==> config.mk <==
export PLATFORM = sky130hd
export DESIGN_NAME = fir_filter_tdm
export DESIGN_NICKNAME = d
export VERILOG_FILES = /design/src/rtl/fir_filter_tdm.sv
export SDC_FILE = /design/constraint.sdc
export NUM_CORES = 1
export LEC_CHECK = 0
export CORE_UTILIZATION = 60
export CTS_CLUSTER_DIAMETER = 120
export CTS_CLUSTER_SIZE = 28
export DETAILED_ROUTE_END_ITERATION = 12
export PLACE_DENSITY = 0.86
export REMOVE_ABC_BUFFERS = 1
export SLEW_MARGIN = 20
export SYNTH_ARGS = -nofsm -noshare
export SYNTH_HDL_FRONTEND = slang
export SYNTH_SLANG_ARGS = --single-unit
==> constraint.sdc <==
create_clock -name i_clock -period 9.75 [get_ports i_clock]
set_clock_uncertainty 0.15 [all_clocks]
set_input_delay 0.975 -clock i_clock [delete_from_list [all_inputs] [get_ports i_clock]]
set_output_delay 0.975 -clock i_clock [all_outputs]
set_load 0.02 [all_outputs]
==> src/rtl/fir_filter_tdm.sv <==
//------------------------------------------------------------------------------
// Module   : fir_filter_tdm
// Brief    : Time-multiplexed FIR filter with one MAC and run-time coefficients.
// Revision : 1.0 - initial release
//------------------------------------------------------------------------------
`default_nettype none

module fir_filter_tdm #(
  parameter int WW_INPUT  = 8,
  parameter int WW_COEFF  = 8,
  parameter int WW_OUTPUT = 8,
  parameter int N_TAPS    = 15,
  localparam int WW_ADDR  = $clog2(N_TAPS)
) (
  input  logic                 i_clock,
  input  logic                 i_reset,
  input  logic                 i_en,
  input  logic                 i_valid,
  output logic                 o_ready,
  input  logic [WW_INPUT-1:0]  i_signal,
  output logic                 o_valid,
  input  logic                 i_out_ready,
  output logic [WW_OUTPUT-1:0] o_signal,
  input  logic                 i_coeff_we,
  input  logic [WW_ADDR-1:0]   i_coeff_addr,
  input  logic [WW_COEFF-1:0]  i_coeff_data
);

  localparam int WW_PROD = WW_INPUT + WW_COEFF;
  localparam int WW_ACC  = WW_INPUT + WW_COEFF + WW_ADDR;
  localparam int SHIFT   = (WW_INPUT - 2) + (WW_COEFF - 2) - (WW_OUTPUT - 2);

  localparam logic [WW_ADDR:0]             C_N_TAPS    = (WW_ADDR + 1)'(N_TAPS);
  localparam logic [WW_ADDR-1:0]           C_LAST_K    = WW_ADDR'(N_TAPS - 1);
  localparam logic signed [WW_COEFF-1:0]   C_COEFF_ONE = WW_COEFF'(1 << (WW_COEFF - 2));
  localparam logic signed [WW_ACC-1:0]     C_OUT_MAX   = WW_ACC'((1 << (WW_OUTPUT - 1)) - 1);
  localparam logic signed [WW_ACC-1:0]     C_OUT_MIN   = -C_OUT_MAX - 1;

  typedef enum logic [1:0] {
    S_IDLE = 2'd0,
    S_MAC  = 2'd1,
    S_OUT  = 2'd2
  } state_t;

  state_t r_state;
  state_t w_state_next;

  logic signed [WW_INPUT-1:0]  r_x     [N_TAPS];
  logic signed [WW_COEFF-1:0]  r_coeff [N_TAPS];
  logic signed [WW_ACC-1:0]    r_acc;
  logic [WW_ADDR-1:0]          r_k;
  logic                        r_valid;
  logic [WW_OUTPUT-1:0]        r_signal;

  logic                        w_idle;
  logic                        w_coeff_wr;
  logic                        w_last;
  logic signed [WW_PROD-1:0]   w_prod;
  logic signed [WW_ACC-1:0]    w_sum;
  logic signed [WW_ACC-1:0]    w_shifted;
  logic [WW_OUTPUT-1:0]        w_sat;

  assign w_idle     = (r_state == S_IDLE);
  assign o_ready    = w_idle & i_en;
  assign o_valid    = r_valid;
  assign o_signal   = r_signal;
  assign w_coeff_wr = i_coeff_we & w_idle & i_en & ({1'b0, i_coeff_addr} < C_N_TAPS);
  assign w_last     = (r_k == C_LAST_K);

  // Full-precision product, sign-extended into the accumulator width
  assign w_prod    = r_coeff[r_k] * r_x[r_k];
  assign w_sum     = r_acc + {{WW_ADDR{w_prod[WW_PROD-1]}}, w_prod};
  assign w_shifted = w_sum >>> SHIFT;

  always_comb begin
    w_sat = w_shifted[WW_OUTPUT-1:0];
    if (w_shifted > C_OUT_MAX) begin
      w_sat = {1'b0, {(WW_OUTPUT-1){1'b1}}};
    end else if (w_shifted < C_OUT_MIN) begin
      w_sat = {1'b1, {(WW_OUTPUT-1){1'b0}}};
    end
  end

  always_ff @(posedge i_clock) begin
    if (i_reset) begin
      r_state <= S_IDLE;
    end else begin
      r_state <= w_state_next;
    end
  end

  always_comb begin
    w_state_next = r_state;
    if (i_en) begin
      case (r_state)
        S_IDLE:  if (i_valid)     w_state_next = S_MAC;
        S_MAC:   if (w_last)      w_state_next = S_OUT;
        S_OUT:   if (i_out_ready) w_state_next = S_IDLE;
        default: w_state_next = S_IDLE;
      endcase
    end
  end

  always_ff @(posedge i_clock) begin
    if (i_reset) begin
      for (int k = 0; k < N_TAPS; k++) begin
        r_x[k]     <= '0;
        r_coeff[k] <= (k == 0) ? C_COEFF_ONE : '0;
      end
      r_acc    <= '0;
      r_k      <= '0;
      r_valid  <= 1'b0;
      r_signal <= '0;
    end else if (i_en) begin
      // Applied before MAC starts, so a write on the acceptance edge is used
      if (w_coeff_wr) begin
        r_coeff[i_coeff_addr] <= i_coeff_data;
      end
      case (r_state)
        S_IDLE: begin
          if (i_valid) begin
            r_x[0] <= i_signal;
            for (int k = 1; k < N_TAPS; k++) begin
              r_x[k] <= r_x[k-1];
            end
            r_acc <= '0;
            r_k   <= '0;
          end
        end
        S_MAC: begin
          if (w_last) begin
            r_signal <= w_sat;
            r_valid  <= 1'b1;
          end else begin
            r_acc <= w_sum;
            r_k   <= r_k + 1'b1;
          end
        end
        S_OUT: begin
          if (i_out_ready) begin
            r_valid <= 1'b0;
          end
        end
        default: ;
      endcase
    end
  end

endmodule

`default_nettype wire

==> impl_results.md, run 1 <==
* Max IR drop VDD at approximately 220 uV
* Share of the synthesized area in the top cell type at between 40% and 50%
* Mean post-synth cell area at between 10 and 15 sq um
* Ant diodes at 0
* Synth cell types at between 50 and 60
* Final Instance Area at roughly 0.017 sq mm
* Vias/cell at 6.07
* Setup Viol. Count Final at 0
* Outcome: completed
* Clock transition at the registers of the reported paths at roughly 0.10 ns
* IO Port Bufs at 35
* Initial antenna violation count at 0
* CP max stage cell: dfxtp_4
* GR peak layer: met2
* Fin Hold WS at about 0.32 ns
* Crit path top cell by count: a21oi_1
* Mapped Area at between 0.015 and 0.02 sq mm
* Fmax at 113 MHz
* EDFF count, synth at roughly 250
* WL/cell at roughly 20 um
* Crit path DAT at approximately 9 ns
* Crit path time final at 8.85 ns
* Synth area leaders: edfxtp_1 (47%), mux4_2 (10%), fa_1 (7.0%), and2_1 (6.5%), dfxtp_1 (4.9%)
* Worst-path maximum fanout at 21
* Total track usage at between 20% and 30%
* Flops & latches, synth at between 200 and 300
* Pre-antenna DRT Iters at 5
* Standby leakage power at 6.86 nW
* # IOs at 36
* Root buffer cell: clkbuf_16
* Fillers at roughly 1800
* Hold Buf Count CTS at 0
* Nets at about 1400
* Crit. End Element: register
* CP required at about 10 ns
* CTS resizes at 0
* Area of the die at about 0.027 sq mm
* Max-cap violations at 0
* Placed Cells at roughly 1600
* Setup ws final at 0.896 ns
* Final Routed Wirelength at 31800 um
* DR iter-0 viols at ~840
* Max_slew headroom at approximately a third
* Post-placement cell area at 0.0167 sq mm
* RSZ-0062 raised after global routing: no
* CP peak stage delay at ~0.60 ns
* Final Hold Viols at 0
* First-pass GRT wire length at roughly 50000 um
* Overflow left after global routing at 0
* Primary FF master, synth: edfxtp_1
* Vias in the first global route at just under 10000
* Routing usage on met2 at around two fifths
* Residual DRC at 0
* Routed Antenna Nets at 0
* Startpoint Class: register
* Placer Congestion at approximately 0.89
* Cell taking the most area after synthesis: edfxtp_1
* Clock buffer depth at 3
* Die X at 165 um
* Dpl ws at between 0.8 and 0.9 ns
* FFs w/ async S/R, synth at 0%
* Starting Density at 61.2%
* Clock latency on the worst-skew pair at approximately 0.52 ns
* Postcts setup bufs at 0
* TritonCTS clock tree: yes
* Largest net degree at the start of global routing at between 80 and 90
* Setup CP Type: register to register
* H-tree depth at 1
* Worst Hold Class: register to register
* Power Dens Cells at between 150 and 200 mW/mm^2
* GR Util met3 at around 2.2%
* Cts bufs inserted at 14
* Core Area at 0.0261 sq mm
* Ys Warns at 0
* Layout area overhead at 7.11%
* Clk sinks at approximately 290
* Total number of vias at 9652
* Row Count at 59
* Share of cells above drive strength 1 at a little over a tenth
* Measured slew at the worst slew-check pin at a little over 1 ns
* Part of the cycle the worst path needs at around 91%
* Seq/Total Area, Yosys at approximately half
* Die Ht at 165 um
* Max-slew violations at 0
* Synth Instances at ~1200
* Post-route insts no fill at approximately 1600
* Final Util at between 60% and 70%
* Grt met1 use at about a third
* Detail Placement HPWL at approximately 22000 um
[worst max-delay path: cells and delay by family (launching register included)]
family / cells / cell delay, ns
flip-flops: 1 / 0.60
buffers and inverters: 4 / 0.50
AO/OA/AOI/OAI: 13 / 2.50
AND/OR/NAND/NOR: 3 / 0.86
multiplexers: 2 / 1.12
adder cells (fa/ha/maj): 6 / 2.68
XOR/XNOR: 2 / 0.27
[flip-flops by register name, summed over array words and instances (netlist names), named ones only]
name,flops
r_state,2
o_signal,8
r_k,4
r_coeff,128
r_x,120
o_valid,1
r_acc,20
[layout make-up]
cell class | instances | area [sq um] | area share (%)
clock buffers | 16 | 358 | 2.10
clock inverters | 3 | 66.3 | 0.388
inverters | 98 | 368 | 2.15
multi-input cells | 801 | 7170 | 42.0
flip-flops and latches | 287 | 8230 | 48.2
well taps | 335 | 419 | 2.45
repair buffers | 50 | 468 | 2.74
[metrics by stage]
| stage | setup TNS, ns | total power [mW] |
|---|---|---|
| 2_1_floorplan | -3.59 | 2.01 |
| 3_3_place_gp | 0 | 2.16 |
| 3_5_place_dp | 0 | 2.19 |
| 4_1_cts | 0 | 2.86 |
| 5_1_grt | 0 | 2.99 |
| 6_report | 0 | 2.85 |
[placed cells by master (no fill, tap or decap), types with 21 or more instances in the layout]
cell / instances
edfxtp_1: 248
and2_1: 165
inv_1: 97
and3_1: 82
nor2_1: 75
mux4_2: 72
fa_1: 56
ha_1: 50
nand2_1: 43
nor2b_1: 42
dfxtp_1: 37
clkdlybuf4s50_1: 33
a21oi_1: 31
xnor2_1: 21
[worst paths after layout]
| kind | start | endpoint | slack, ns | depth (start not counted) |
|---|---|---|---|---|
| worst max-delay path | register | o_signal[5]$_SDFFE_PP0P_ | 0.90 | 30 |
| worst min-delay path | r_acc[2]$_SDFFE_PP0P_ | r_acc[2]$_SDFFE_PP0P_ | 0.32 | 2 |
| worst max register to register | register | o_signal[5]$_SDFFE_PP0P_ | 0.90 | 30 |
| worst min register to register | r_acc[2]$_SDFFE_PP0P_ | r_acc[2]$_SDFFE_PP0P_ | 0.32 | 2 |
[metal layers]
metal  wire [um]  vias to the layer above
met3        2000                       52
met5           0                        -
met2       16000                      373
met1       13100                     4807
met4         751                        0
li1            -                     4420
[cells by family (layout without fill, tap and decap cells)]
kind of cell,Yosys count,count (layout),synth area share (%)
AND/OR/NAND/NOR,458,458,16.1
flip-flops,287,287,51.6
buffers and inverters,157,167,3.71
AO/OA/AOI/OAI,116,116,4.98
adder cells (fa/ha/maj),106,106,11.0
multiplexers,80,80,10.7
XOR/XNOR,33,33,1.96
other,1,8,0.0235
[report_power, final]
| part | internal (mW) | switching [mW] |
|---|---|---|
| Combinational | 0.308 | 0.438 |
| Clock | 0.300 | 0.379 |
| Sequential | 1.39 | 0.0329 |
| Total | 2.00 | 0.850 |
[cell usage after synthesis, drive strengths merged, types with 2 or more instances]
master	n
a211o	3
a211oi	8
a21o	12
a21oi	32
a22oi	16
a31oi	2
and2	165
and3	82
and4	2
buf	10
clkbuf	49
dfxtp	39
edfxtp	248
fa	56
ha	50
inv	97
mux2i	8
mux4	72
nand2	43
nand2b	9
nand3	7
nand4	3
nand4b	2
nor2	76
nor2b	42
nor3	8
o21a	4
o21ai	19
o21bai	5
o32ai	8
or2	15
xnor2	22
xor2	10
Power figures use the tool's default switching activity.
==> run 2, diff against run 1 <==
ABC_CLOCK_PERIOD_IN_PS = 9750   (was default)
CTS_BUF_LIST = sky130_fd_sc_hd__clkbuf_2   (was default)
==> run 2 against run 1 <==
  * Design area decreased by 1.5%
  * Register-to-register slack improved by 0.02 ns
  * Routed wire length decreased by 1.3%
  * Clock-buffer cell count unchanged
  * Via count decreased by 0.62%
  * Utilization decreased by 1.0 points
  * Total power decreased by 7.9%
  * Die area unchanged
  * Global-route usage decreased by 0.37 points
  * Non-clock buffer count unchanged
  * Largest cell class unchanged
==> impl_results.md, run 2 (same netlist as run 1, synthesis figures left out) <==
* Setup Viol. Count Final at 0 (unchanged)
* Net Sw Power at 0.820 mW (-3.6%)
* Layout area overhead at 5.47%
* Die Ht at 165 um (unchanged)
* Dpl ws at 0.868 ns (unchanged)
* DR iter-0 viols at 901 (+6.8%)
* Measured slew at the worst slew-check pin at 0.982 ns (-0.0317 ns)
* Cell family with the largest share of critical-path delay: adder cells
* Row Count at 59 (unchanged)
* Detail Placement HPWL at 22200 um (unchanged)
* Fmax at 113 MHz (+0.19%)
* Placer Congestion at 0.889 (unchanged)
* Max-slew violations at 0 (unchanged)
* Crit path top cell by count: a21oi_1
* Clk network pwr share at 17.3% (-6.5 points)
* Switching Share at 31.2% (+1.4 points)
* Residual DRC at 0 (unchanged)
* Area of the die at 0.0272 sq mm (unchanged)
* Clk sinks at 287 (unchanged)
* Fillers at 1856 (+2.4%)
* Commonest non-fill, non-tap cell in the layout: edfxtp_1
* H-tree depth at 1 (unchanged)
* Outcome: completed
* Clock latency on the worst-skew pair at 0.88 ns (+0.36 ns)
* Power Dens Cells at 156 mW/mm^2 (-6.4%)
* Setup CP Type: register to register
* Worst Path Buf+Inv at 4 (unchanged)
* Crit. End Element: register
* Setup ws final at 0.912 ns (+0.0166 ns)
* Vias/cell at 6.03 (-0.68%)
* Total number of vias at 9592 (-0.62%)
* Post-route insts no fill at 1591 (+0.063%)
* Flop pwr share at 54.4% (+4.4 points)
* Hold Buf Count CTS at 0 (unchanged)
* Routed Antenna Nets at 0 (unchanged)
* Total track usage at 24.3% (-0.37 points)
* Vias in the first global route at 9611 (-0.82%)
* WL/cell at 19.7 um (-1.4%)
* IO Port Bufs at 35 (unchanged)
* CP required at 10.43 ns (+0.47 ns)
* CP max stage cell: dfxtp_4
* RSZ-0062 raised after global routing: no
* Final Instance Area at 0.0168 sq mm (-1.5%)
* Worst-path maximum fanout at 21 (unchanged)
* Max-cap violations at 0 (unchanged)
* Cts bufs inserted at 14 (unchanged)
* Startpoint Class: register
* Final Hold Viols at 0 (unchanged)
* Max_slew headroom at 34.4% (+2.1 points)
* Overflow left after global routing at 0 (unchanged)
* Root buffer cell: clkbuf_2
* Largest register by flop count: r_coeff
* Final Util at 64.5% (-1.0 points)
* Final Routed Wirelength at 31400 um (-1.3%)
* Biggest regs: r_coeff x128, r_x x120, r_acc x20
* CP peak stage delay at 0.69 ns (+0.09 ns)
* # IOs at 36 (unchanged)
* Initial antenna violation count at 1 (+1)
* Postcts setup bufs at 0 (unchanged)
* TritonCTS clock tree: yes
* Part of the cycle the worst path needs at 90.6% (-0.17 points)
* Pre-antenna DRT Iters at 5 (unchanged)
* Worst Hold Class: register to register
* Int Power at 1.81 mW (-9.7%)
* Register Area at 0.00823 sq mm (unchanged)
* Clock transition at the registers of the reported paths at 0.46 ns (+0.36 ns)
* Largest net degree at the start of global routing at 84 (unchanged)
* Crit path DAT at 9.52 ns (+0.46 ns)
* Nets at 1384 (unchanged)
* Max reg flops at 128 (unchanged)
* Max IR drop VDD at 134 uV (-39%)
* Share of cells above drive strength 1 at 10.6% (+0.16 points)
* Standby leakage power at 6.76 nW (-1.5%)
* Core Area at 0.0261 sq mm (unchanged)
* Starting Density at 61.2% (unchanged)
* Post-placement cell area at 0.0167 sq mm (unchanged)
* First-pass GRT wire length at 50800 um (-1.2%)
* Clock buffer depth at 3 (unchanged)
* Overall power at 2.63 mW (-7.9%)
* Commonest non-fill, non-tap cells in the layout: edfxtp_1 (248), and2_1 (165), inv_1 (97)
* CTS resizes at 0 (unchanged)
* Die X at 165 um (unchanged)
* Area of the multi-input gates at 0.00717 sq mm (unchanged)
* Combinational power share at 28.3% (+2.2 points)
* Placed Cells at 1571 (unchanged)
* Crit path time final at 8.84 ns (-0.0166 ns)
==> run 2: changes by cell type in the layout (fill, tap and decap cells not counted) <==
cell,before,now
bufinv_16,1,2
clkbuf_1,2,0
clkbuf_16,14,0
diode_2,0,1
clkbuf_2,0,16
clkinv_8,1,0
==> run 2: metal layers <==
metal | vias up | track usage, % | wire length, um | share of wire [%]
li1 | 4414 | - | - | -
met2 | 342 | 40.9 | 15600 | 50
met3 | 47 | 2.44 | 1830 | 5.8
met4 | 0 | 5.80 | 689 | 2.2
met5 | - | 0 | 0 | 0
met1 | 4789 | 34.2 | 13300 | 42
==> run 2: worst paths after layout <==
path,start,to,slack [ns],depth (start not counted)
worst min register to register,r_acc[2]$_SDFFE_PP0P_,r_acc[2]$_SDFFE_PP0P_,0.33,2
worst min-delay path,r_acc[2]$_SDFFE_PP0P_,r_acc[2]$_SDFFE_PP0P_,0.33,2
worst max-delay path,register,o_signal[5]$_SDFFE_PP0P_,0.91,30
worst max register to register,register,o_signal[5]$_SDFFE_PP0P_,0.91,30
==> run 2: power by group through the flow <==
| stage | Sequential [mW] | Combinational (mW) | Clock, mW |
|---|---|---|---|
| 4_1_cts | 1.43 | 0.744 | 0.464 |
| 6_report | 1.43 | 0.743 | 0.455 |
| 2_1_floorplan | 1.44 | 0.566 | 0 |
| 3_3_place_gp | 1.45 | 0.709 | 0 |
| 5_1_grt | 1.44 | 0.831 | 0.501 |
| 3_5_place_dp | 1.45 | 0.740 | 0 |
==> run 2: layout make-up <==
type                            instances  share of cell area [%]
Antenna cell                            1                  0.0149
Timing Repair Buffer                   50                    2.78
Clock inverter                          3                   0.476
Clock buffer                           16                   0.476
Inverter                               98                    2.19
Multi-Input combinational cell        801                    42.6
Tap cell                              335                    2.49
Sequential cell                       287                    49.0
==> run 2: stage by stage <==
| step | hold slack [ns] | TNS [ns] |
|---|---|---|
| after global routing | 0.307 | 0 |
| after floorplan | 0.280 | -3.59 |
| after detailed placement | 0.303 | 0 |
| after CTS | 0.324 | 0 |
| after global placement | 0.295 | 0 |
| final | 0.328 | 0 |
==> run 2: worst reg2reg max path: cells and delay by family (launching register included) <==
family / cells / cell delay, ns
AOI/OAI and AO/OA: 13 / 2.50
xor gates and xnor gates: 2 / 0.27
adders and majority gates: 6 / 2.68
buffers and inverters: 4 / 0.51
DFF: 1 / 0.69
muxes: 2 / 1.13
and+or+nand+nor: 3 / 0.87
